--- config.mk ---
export PLATFORM = sky130hd
export DESIGN_NAME = pulse_width_meter_flat
export DESIGN_NICKNAME = d
export VERILOG_FILES = /design/src/rtl/pulse_width_meter_if.sv /design/src/rtl/pulse_width_meter.sv /design/src/flat_wrapper.sv
export SDC_FILE = /design/constraint.sdc
export NUM_CORES = 1
export LEC_CHECK = 0
export BUFFER_PORTS_ARGS = -buffer_cell sky130_fd_sc_hd__clkbuf_2
export CAP_MARGIN = 25
export CORE_MARGIN = 10
export CORE_UTILIZATION = 38
export CTS_CLUSTER_SIZE = 40
export DETAILED_ROUTE_END_ITERATION = 10
export MAX_ROUTING_LAYER = met4
export PLACE_DENSITY = 0.69
export SYNTH_ARGS = -nofsm -noshare
export SYNTH_HDL_FRONTEND = slang
export SYNTH_SLANG_ARGS = --single-unit
--- constraint.sdc ---
create_clock -name clock -period 1.85 [get_ports clock]
set_input_delay 0.2775 -clock clock [delete_from_list [all_inputs] [get_ports clock]]
set_output_delay 0.2775 -clock clock [all_outputs]
set_load 0.02 [all_outputs]
--- src/rtl/pulse_width_meter_if.sv ---
// ============================================================================
// Module   : pulse_width_meter_if
// Purpose  : Pulse input and measurement results of pulse_width_meter.
// Revision : 1.0
// ============================================================================
`default_nettype none

interface pulse_width_meter_if #(
  parameter int WIDTH = 8
) ();
  logic             signal;
  logic [WIDTH-1:0] high_width;
  logic [WIDTH-1:0] period;
  logic [WIDTH-1:0] pulse_count;
  logic             valid;
  logic             overflow;

  // master drives the pulse train and reads results; slave is the meter
  modport master (
    output signal,
    input  high_width,
    input  period,
    input  pulse_count,
    input  valid,
    input  overflow
  );

  modport slave (
    input  signal,
    output high_width,
    output period,
    output pulse_count,
    output valid,
    output overflow
  );
endinterface

`default_nettype wire

--- src/rtl/pulse_width_meter.sv ---
// ============================================================================
// Module   : pulse_width_meter
// Purpose  : Measures high width and period of an asynchronous pulse train.
//            Optional macro PULSE_METER_GLITCH_FILTER_EN drops 1-cycle glitches.
// Revision : 1.0
// ============================================================================
`default_nettype none

module pulse_width_meter #(
  parameter int WIDTH = 8
) (
  input  wire logic           clock,
  input  wire logic           reset_n,
  pulse_width_meter_if.slave  bus
);

  localparam logic [WIDTH-1:0] C_MAX = {WIDTH{1'b1}};
  localparam logic [WIDTH-1:0] C_ONE = {{(WIDTH-1){1'b0}}, 1'b1};

  typedef enum logic [1:0] {
    S_IDLE = 2'd0,
    S_HIGH = 2'd1,
    S_LOW  = 2'd2
  } state_t;

  state_t           r_state;
  state_t           w_state_nxt;

  logic             r_meta;
  logic             r_sync;
  logic             r_prev;
  logic             w_level;
  logic             w_rise;
  logic             w_fall;

  logic [WIDTH-1:0] r_hcnt;
  logic [WIDTH-1:0] r_pcnt;
  logic [WIDTH-1:0] r_high_width;
  logic [WIDTH-1:0] r_period;
  logic [WIDTH-1:0] r_pulse_count;
  logic             r_valid;
  logic             r_overflow;

  logic [WIDTH-1:0] w_hcnt_nxt;
  logic [WIDTH-1:0] w_pcnt_nxt;
  logic [WIDTH-1:0] w_high_width_nxt;
  logic [WIDTH-1:0] w_period_nxt;
  logic [WIDTH-1:0] w_pulse_count_nxt;
  logic             w_valid_nxt;
  logic             w_overflow_nxt;

  logic             w_hsat;
  logic             w_psat;
  logic [WIDTH-1:0] w_hcnt_inc;
  logic [WIDTH-1:0] w_pcnt_inc;

  always_ff @(posedge clock or negedge reset_n) begin
    if (!reset_n) begin
      r_meta <= 1'b0;
      r_sync <= 1'b0;
    end else begin
      r_meta <= bus.signal;
      r_sync <= r_meta;
    end
  end

`ifdef PULSE_METER_GLITCH_FILTER_EN
  logic r_filt;

  // r_meta is the next r_sync sample, so equality means two consecutive equal sync samples
  always_ff @(posedge clock or negedge reset_n) begin
    if (!reset_n) begin
      r_filt <= 1'b0;
    end else if (r_meta == r_sync) begin
      r_filt <= r_sync;
    end
  end

  assign w_level = r_filt;
`else
  assign w_level = r_sync;
`endif

  always_ff @(posedge clock or negedge reset_n) begin
    if (!reset_n) begin
      r_prev <= 1'b0;
    end else begin
      r_prev <= w_level;
    end
  end

  assign w_rise = w_level & ~r_prev;
  assign w_fall = ~w_level & r_prev;

  // counters stick at full scale so a latched measurement reads all-ones
  assign w_hsat     = (r_hcnt == C_MAX);
  assign w_psat     = (r_pcnt == C_MAX);
  assign w_hcnt_inc = w_hsat ? C_MAX : (r_hcnt + C_ONE);
  assign w_pcnt_inc = w_psat ? C_MAX : (r_pcnt + C_ONE);

  always_ff @(posedge clock or negedge reset_n) begin
    if (!reset_n) begin
      r_state       <= S_IDLE;
      r_hcnt        <= '0;
      r_pcnt        <= '0;
      r_high_width  <= '0;
      r_period      <= '0;
      r_pulse_count <= '0;
      r_valid       <= 1'b0;
      r_overflow    <= 1'b0;
    end else begin
      r_state       <= w_state_nxt;
      r_hcnt        <= w_hcnt_nxt;
      r_pcnt        <= w_pcnt_nxt;
      r_high_width  <= w_high_width_nxt;
      r_period      <= w_period_nxt;
      r_pulse_count <= w_pulse_count_nxt;
      r_valid       <= w_valid_nxt;
      r_overflow    <= w_overflow_nxt;
    end
  end

  always_comb begin
    w_state_nxt       = r_state;
    w_hcnt_nxt        = r_hcnt;
    w_pcnt_nxt        = r_pcnt;
    w_high_width_nxt  = r_high_width;
    w_period_nxt      = r_period;
    w_pulse_count_nxt = r_pulse_count;
    w_valid_nxt       = 1'b0;
    w_overflow_nxt    = r_overflow;

    case (r_state)
      S_IDLE: begin
        if (w_rise) begin
          w_state_nxt       = S_HIGH;
          w_hcnt_nxt        = C_ONE;
          w_pcnt_nxt        = C_ONE;
          w_pulse_count_nxt = r_pulse_count + C_ONE;
        end
      end

      S_HIGH: begin
        w_pcnt_nxt = w_pcnt_inc;
        if (w_psat) begin
          w_overflow_nxt = 1'b1;
        end
        if (w_fall) begin
          w_state_nxt      = S_LOW;
          w_high_width_nxt = r_hcnt;
        end else begin
          w_hcnt_nxt = w_hcnt_inc;
          if (w_hsat) begin
            w_overflow_nxt = 1'b1;
          end
        end
      end

      S_LOW: begin
        if (w_rise) begin
          w_state_nxt       = S_HIGH;
          w_period_nxt      = r_pcnt;
          w_valid_nxt       = 1'b1;
          w_pulse_count_nxt = r_pulse_count + C_ONE;
          w_hcnt_nxt        = C_ONE;
          w_pcnt_nxt        = C_ONE;
        end else begin
          w_pcnt_nxt = w_pcnt_inc;
          if (w_psat) begin
            w_overflow_nxt = 1'b1;
          end
        end
      end

      default: begin
        w_state_nxt = S_IDLE;
      end
    endcase
  end

  assign bus.high_width  = r_high_width;
  assign bus.period      = r_period;
  assign bus.pulse_count = r_pulse_count;
  assign bus.valid       = r_valid;
  assign bus.overflow    = r_overflow;

endmodule

`default_nettype wire
--- src/flat_wrapper.sv ---
// flat-port wrapper written by rule: the top's interface ports become plain ports
module pulse_width_meter_flat 
#(
  parameter int WIDTH = 8
)
  (clock, reset_n, bus_signal, bus_high_width, bus_period, bus_pulse_count, bus_valid, bus_overflow);
  pulse_width_meter_if #(.WIDTH(WIDTH)) bus_i ();
  input  wire logic clock;
  input  wire logic reset_n;
  input wire logic [$bits(bus_i.signal)-1:0] bus_signal;
  output wire logic [$bits(bus_i.high_width)-1:0] bus_high_width;
  output wire logic [$bits(bus_i.period)-1:0] bus_period;
  output wire logic [$bits(bus_i.pulse_count)-1:0] bus_pulse_count;
  output wire logic [$bits(bus_i.valid)-1:0] bus_valid;
  output wire logic [$bits(bus_i.overflow)-1:0] bus_overflow;
  assign bus_i.signal = bus_signal;
  assign bus_high_width = bus_i.high_width;
  assign bus_period = bus_i.period;
  assign bus_pulse_count = bus_i.pulse_count;
  assign bus_valid = bus_i.valid;
  assign bus_overflow = bus_i.overflow;
  pulse_width_meter #(.WIDTH(WIDTH)) u_core (.clock(clock), .reset_n(reset_n), .bus(bus_i));
endmodule
### Yosys cells after proc, flatten, opt, wreduce, memory -nomap -nowiden

Cells that the tools add are included.

| operators by class | value |
|---|---|
| add/sub/neg operators | 3 |
| eq/ne operators | 9 |
| multiplexer cells | 17 |
| bitwise operators | 4 |
| reductions and logical operators | 12 |

Operators by type and width:

| cell | count |
|---|---|
| $mux W8 | 5 |
| $add A8 B1 Y8 const B | 3 |
| $pmux W8 S3 | 1 |
| $eq A8 B8 Y1 const B | 2 |
| $pmux W8 S2 | 1 |
| $reduce_and A2 Y1 | 6 |
| $mux W1 | 6 |
| $ne A2 B1 Y1 const B | 3 |
| $mux W2 | 2 |
| $ne A2 B2 Y1 const B | 2 |
| $pmux W2 S2 | 1 |
| $reduce_bool A2 Y1 | 2 |
| $reduce_and A3 Y1 | 1 |
| $reduce_bool A3 Y1 | 1 |
| $and A1 B1 Y1 | 2 |
| $eq A2 B1 Y1 const B | 1 |
| $eq A2 B2 Y1 const B | 1 |
| $logic_not A2 Y1 | 1 |
| $not A1 Y1 | 2 |
| $pmux W1 S2 | 1 |
| $reduce_or A2 Y1 | 1 |

| storage, ports and cells | value |
|---|---|
| register bits after elaboration | 47 |
| bits of input ports | 3 |
| word-level logic and storage cells | 56 |

### Logic depth before layout (Yosys ltp)

| depth | value |
|---|---|
| word-level depth | 5 |
| depth in mapped cells | 8 |
| mapped depth without buffers | 6 |

### Worst setup path before layout

OpenSTA, ideal clock, no wires.

| path | value |
|---|---|
| path kind | reg2reg |
| from | register u_core.r_state[0] |
| to | register u_core.r_hcnt[3] |
| arrival | 1.717 ns |
| data required time | 1.729 ns |
| slack | 0.012 ns |
| cell stages (with the launch flop) | 8 |
| buffers on the path | 1 |
| period minus slack after synthesis | 1.838 ns |
| path through | dfrtp_1 -> inv_1 -> ha_1 -> or2_1 -> buf_2 -> a211oi_4 -> o21ai_1 -> a22o_1 |

| on the way | value |
|---|---|
| longest elaborated chain between the ends | 4 |

Ends and longest elaborated chain:

| item | line | source |
|---|---|---|
| from (decl) | pulse_width_meter.sv:26 | `state_t r_state;` |
| from (signal assigned) | pulse_width_meter.sv:112 | `r_state <= w_state_nxt;` |
| $eq A2 B2 Y1 or $logic_not A2 Y1 (tied branches) | pulse_width_meter.sv:133 | `case (r_state)` |
| $reduce_or A2 Y1 (no source line) | -- |  |
| $ne A2 B1 Y1 (no source line) or $reduce_bool A2 Y1 (tied branches) | -- |  |
| $reduce_and A3 Y1 (no source line) | -- |  |
| to (signal assigned) | pulse_width_meter.sv:113 | `r_hcnt <= w_hcnt_nxt;` |
| to (decl) | pulse_width_meter.sv:36 | `logic [WIDTH-1:0] r_hcnt;` |

Parallel ways exist; a longest one is shown, timed or not.
A chain may end at the register's enable or synchronous reset.

### Worst setup path after layout

Ends and elaborated chain as after synthesis.

==> results.md <==
* F_max at approximately 570 MHz
* Worst-Margin Slew at 583 ps
* Area Growth Syn to Fin at 15.8%
* Place WS at -29.3 ps
* Gr usage total at between 10% and 20%
* Slew HR at between 60% and 70%
* Antenna violations before repair at 0
* Post-route setup slack at between 90 and 100 ps
* CTS sink count at 47
* HPWL Detailed at around 3300 um
* Row Count at 28
* Layout cell share with drive strength beyond 1 at 29.2%
* Outcome: finished, final reports clean
* Worst-Skew Late Latency at about 290 ps
* Slowest stage cell on the critical path: dfrtp_1
* TritonRoute pass-1 iters at 4
* Mapped Avg Cell Area at about 11 um2
* CTS Hold Bufs at 0
* Starting Density at approximately 40%
* Critical Path RT at about 2100 ps
* CP Class: register to register
* Max-cap violation count at 0
* Met3 Wirelength at 245 um
* PwrDens at roughly 1400 mW/mm2
* CP Buf/Inv Count at 1
* DR DRC count at 0
* Dominant cell type by area after synthesis: dfrtp_1
* RSZ-0062 raised after global routing: false
* DR WL/cell at 14.4 um
* DIE HEIGHT at slightly below 100 um
* WL met1 at around 2200 um
* Grt total ovfl at 0
* Critical Path End Type: register
* Tot Pwr at ~3.7 mW
* EDFF count, synth at 0
* Fin crit period at ~1800 ps
* Ys async rst share at 100%
* Non-Filler Instances at ~330
* Hold Path Class: primary input to async pin
* First-pass GRT wire length at 8270 um
* Fin Setup TNS at 0 ps
* Chip Width at 97.8 um
* Cells after Synth at around 210
* Post-synth top area share at roughly half
* Startpoint Class: register
* Critical path arrival at ~2000 ps
* Maximum vdd drop at between 0.6 and 0.7 mV
* Final Cell Area at 0.00266 mm2
* Worst path top cell family by delay: simple AND/OR/NAND/NOR gates
* Commonest cells post-synth: dfrtp_1, nand2_1, mux2_2, o21ai_0
* Final core utilization at a little under half
* P_leak at roughly 1.3 nW
* I/O Pins at 29
* Routability cong. at ~0.83
* Num CTS Buffers at 5
* Fin. Hold Viols at 0
* Initial DRC count at 85
* Number of global-route vias before repair at ~1800
* Area of the mapped netlist at 0.00230 mm2
* Clk_skew at between 6 and 7 ps
* Core box area at slightly below 0.006 mm2
* Root buffer cell: clkbuf_8
* Largest net degree at the start of global routing at 48
* Ant diodes at 0
* H-Tree Depth at 2
* Final nets at 262
* CP Cell Sequence: inv_1 > ha_1 > or2_4 > or3_4 > o21ai_1 > a22o_1
* Worst-path maximum fanout at 6
* Most common cell in the netlist: dfrtp_1
* WHS at ~65 ps
* Period utilization at around 95%
* Slew Viols, Final at 0
* CTS tree: done
* Synth cell types at 46
* Drt via density at 5.29
* # port buffers at 28
* Total number of vias at 1734
* Placed inst area at ~0.0025 mm2
* Clock-pin slew on the worst setup and hold paths at roughly 80 ps
* CP peak stage delay at roughly 430 ps
* Top sig layer: met4
* Register area share after synthesis at 51.2%
* Clk buf depth at 2
* Die area at 0.00956 mm2
* Flops & latches, synth at 47
* Top_reg_cell synth: dfrtp_1
* Synth area leaders: dfrtp_1, nand2_1, mux2_2, ha_1, a22o_1
* Final Setup Violations at 0
* Synth warn at 0
* Metal2 WL at between 2000 and 2500 um
* Routed Wire Length at between 4000 and 5000 um
* Syn Nets at 224
* Placed cells at ~320
* Antenna Nets Post-Route at 0
-- logic make-up (layout without fill, tap and decap cells) --
group,count (synthesis),count (layout),share of synthesized area (%)
xor+xnor,7,7,2.67
simple gates,78,79,17.8
flops,47,47,51.2
mux,9,9,4.41
buf+inv,16,54,4.08
fa+ha+maj,7,7,3.81
compound gates,50,50,16.1
-- where the power goes --
part / internal, mW / total (mW) / leakage (nW) / switching, mW
registers: 1.23 / 1.44 / 0.625 / 0.211
clock network: 0.259 / 0.584 / 0.0477 / 0.326
logic: 0.719 / 1.70 / 0.611 / 0.978
-- worst reg2reg max path, stage by stage (launching register included) --
cell	delay, ps
dfrtp_1	430
inv_1	90
ha_1	220
or2_4	280
or3_4	400
o21ai_1	150
a22o_1	130
-- sequential cells by signal, indices dropped and copies added (netlist names) --
register	cells
u_core.r_meta	1
u_core.bus.pulse_count	8
u_core.bus.period	8
u_core.r_prev	1
u_core.r_sync	1
u_core.r_hcnt	8
u_core.r_pcnt	8
u_core.bus.high_width	8
u_core.bus.overflow	1
u_core.r_state	2
u_core.bus.valid	1
-- cell type report --
type / count / area, um2
clock buffer: 5 / 68.8
clock inverter: 3 / 15.0
fill: 578 / 3220
inverter: 8 / 30.0
multi-input combinational: 152 / 1060
sequential: 47 / 1180
tap: 75 / 93.8
timing repair buffer: 38 / 215
-- what timing repair did --
action,4_1_cts,5_1_grt
setup endpoints to repair,3,18
pin swaps,1,3
resized for setup,0,9
gates cloned,0,1
buffers inserted,1,3
-- worst paths after layout --
check | from | endpoint | slack, ps | depth (start not counted)
max reg2reg | u_core.r_state[0] | u_core.r_hcnt[3] | 90 | 6
min in group clock | bus_signal | u_core.r_meta | 90 | 1
max | u_core.r_state[0] | u_core.r_hcnt[3] | 90 | 6
min | reset_n | u_core.bus.high_width[3] | 70 | 2
max in group asynchronous | reset_n | u_core.r_pcnt[3] | 1390 | 2
min reg2reg | u_core.r_meta | u_core.r_sync | 350 | 0
-- routing by layer --
metal,vias to the layer above,track usage [%]
li1,848,-
met1,844,12.1
met2,40,16.5
met3,2,2.96
met4,0,3.69
met5,-,-
-- cell usage in the layout (no fill, tap or decap), drive strengths merged, types with 2 or more instances in the layout --
master and count:
nand2 34, nor2b 2, and4 3, clkinv 3
a21oi 8, nor2 5, clkbuf 33, xnor2 6
a41oi 2, nand2b 2, buf 10, a31oi 3
a21o 2, or3 3, nand4 4, nand3 7
o22ai 3, o21ai 12, and3 4, or2 2
inv 8, a22o 6, dfrtp 47, mux2 9
o22a 4, nor3 10, o31ai 3, a211oi 2
ha 7
(Power assumes the default switching activity.)
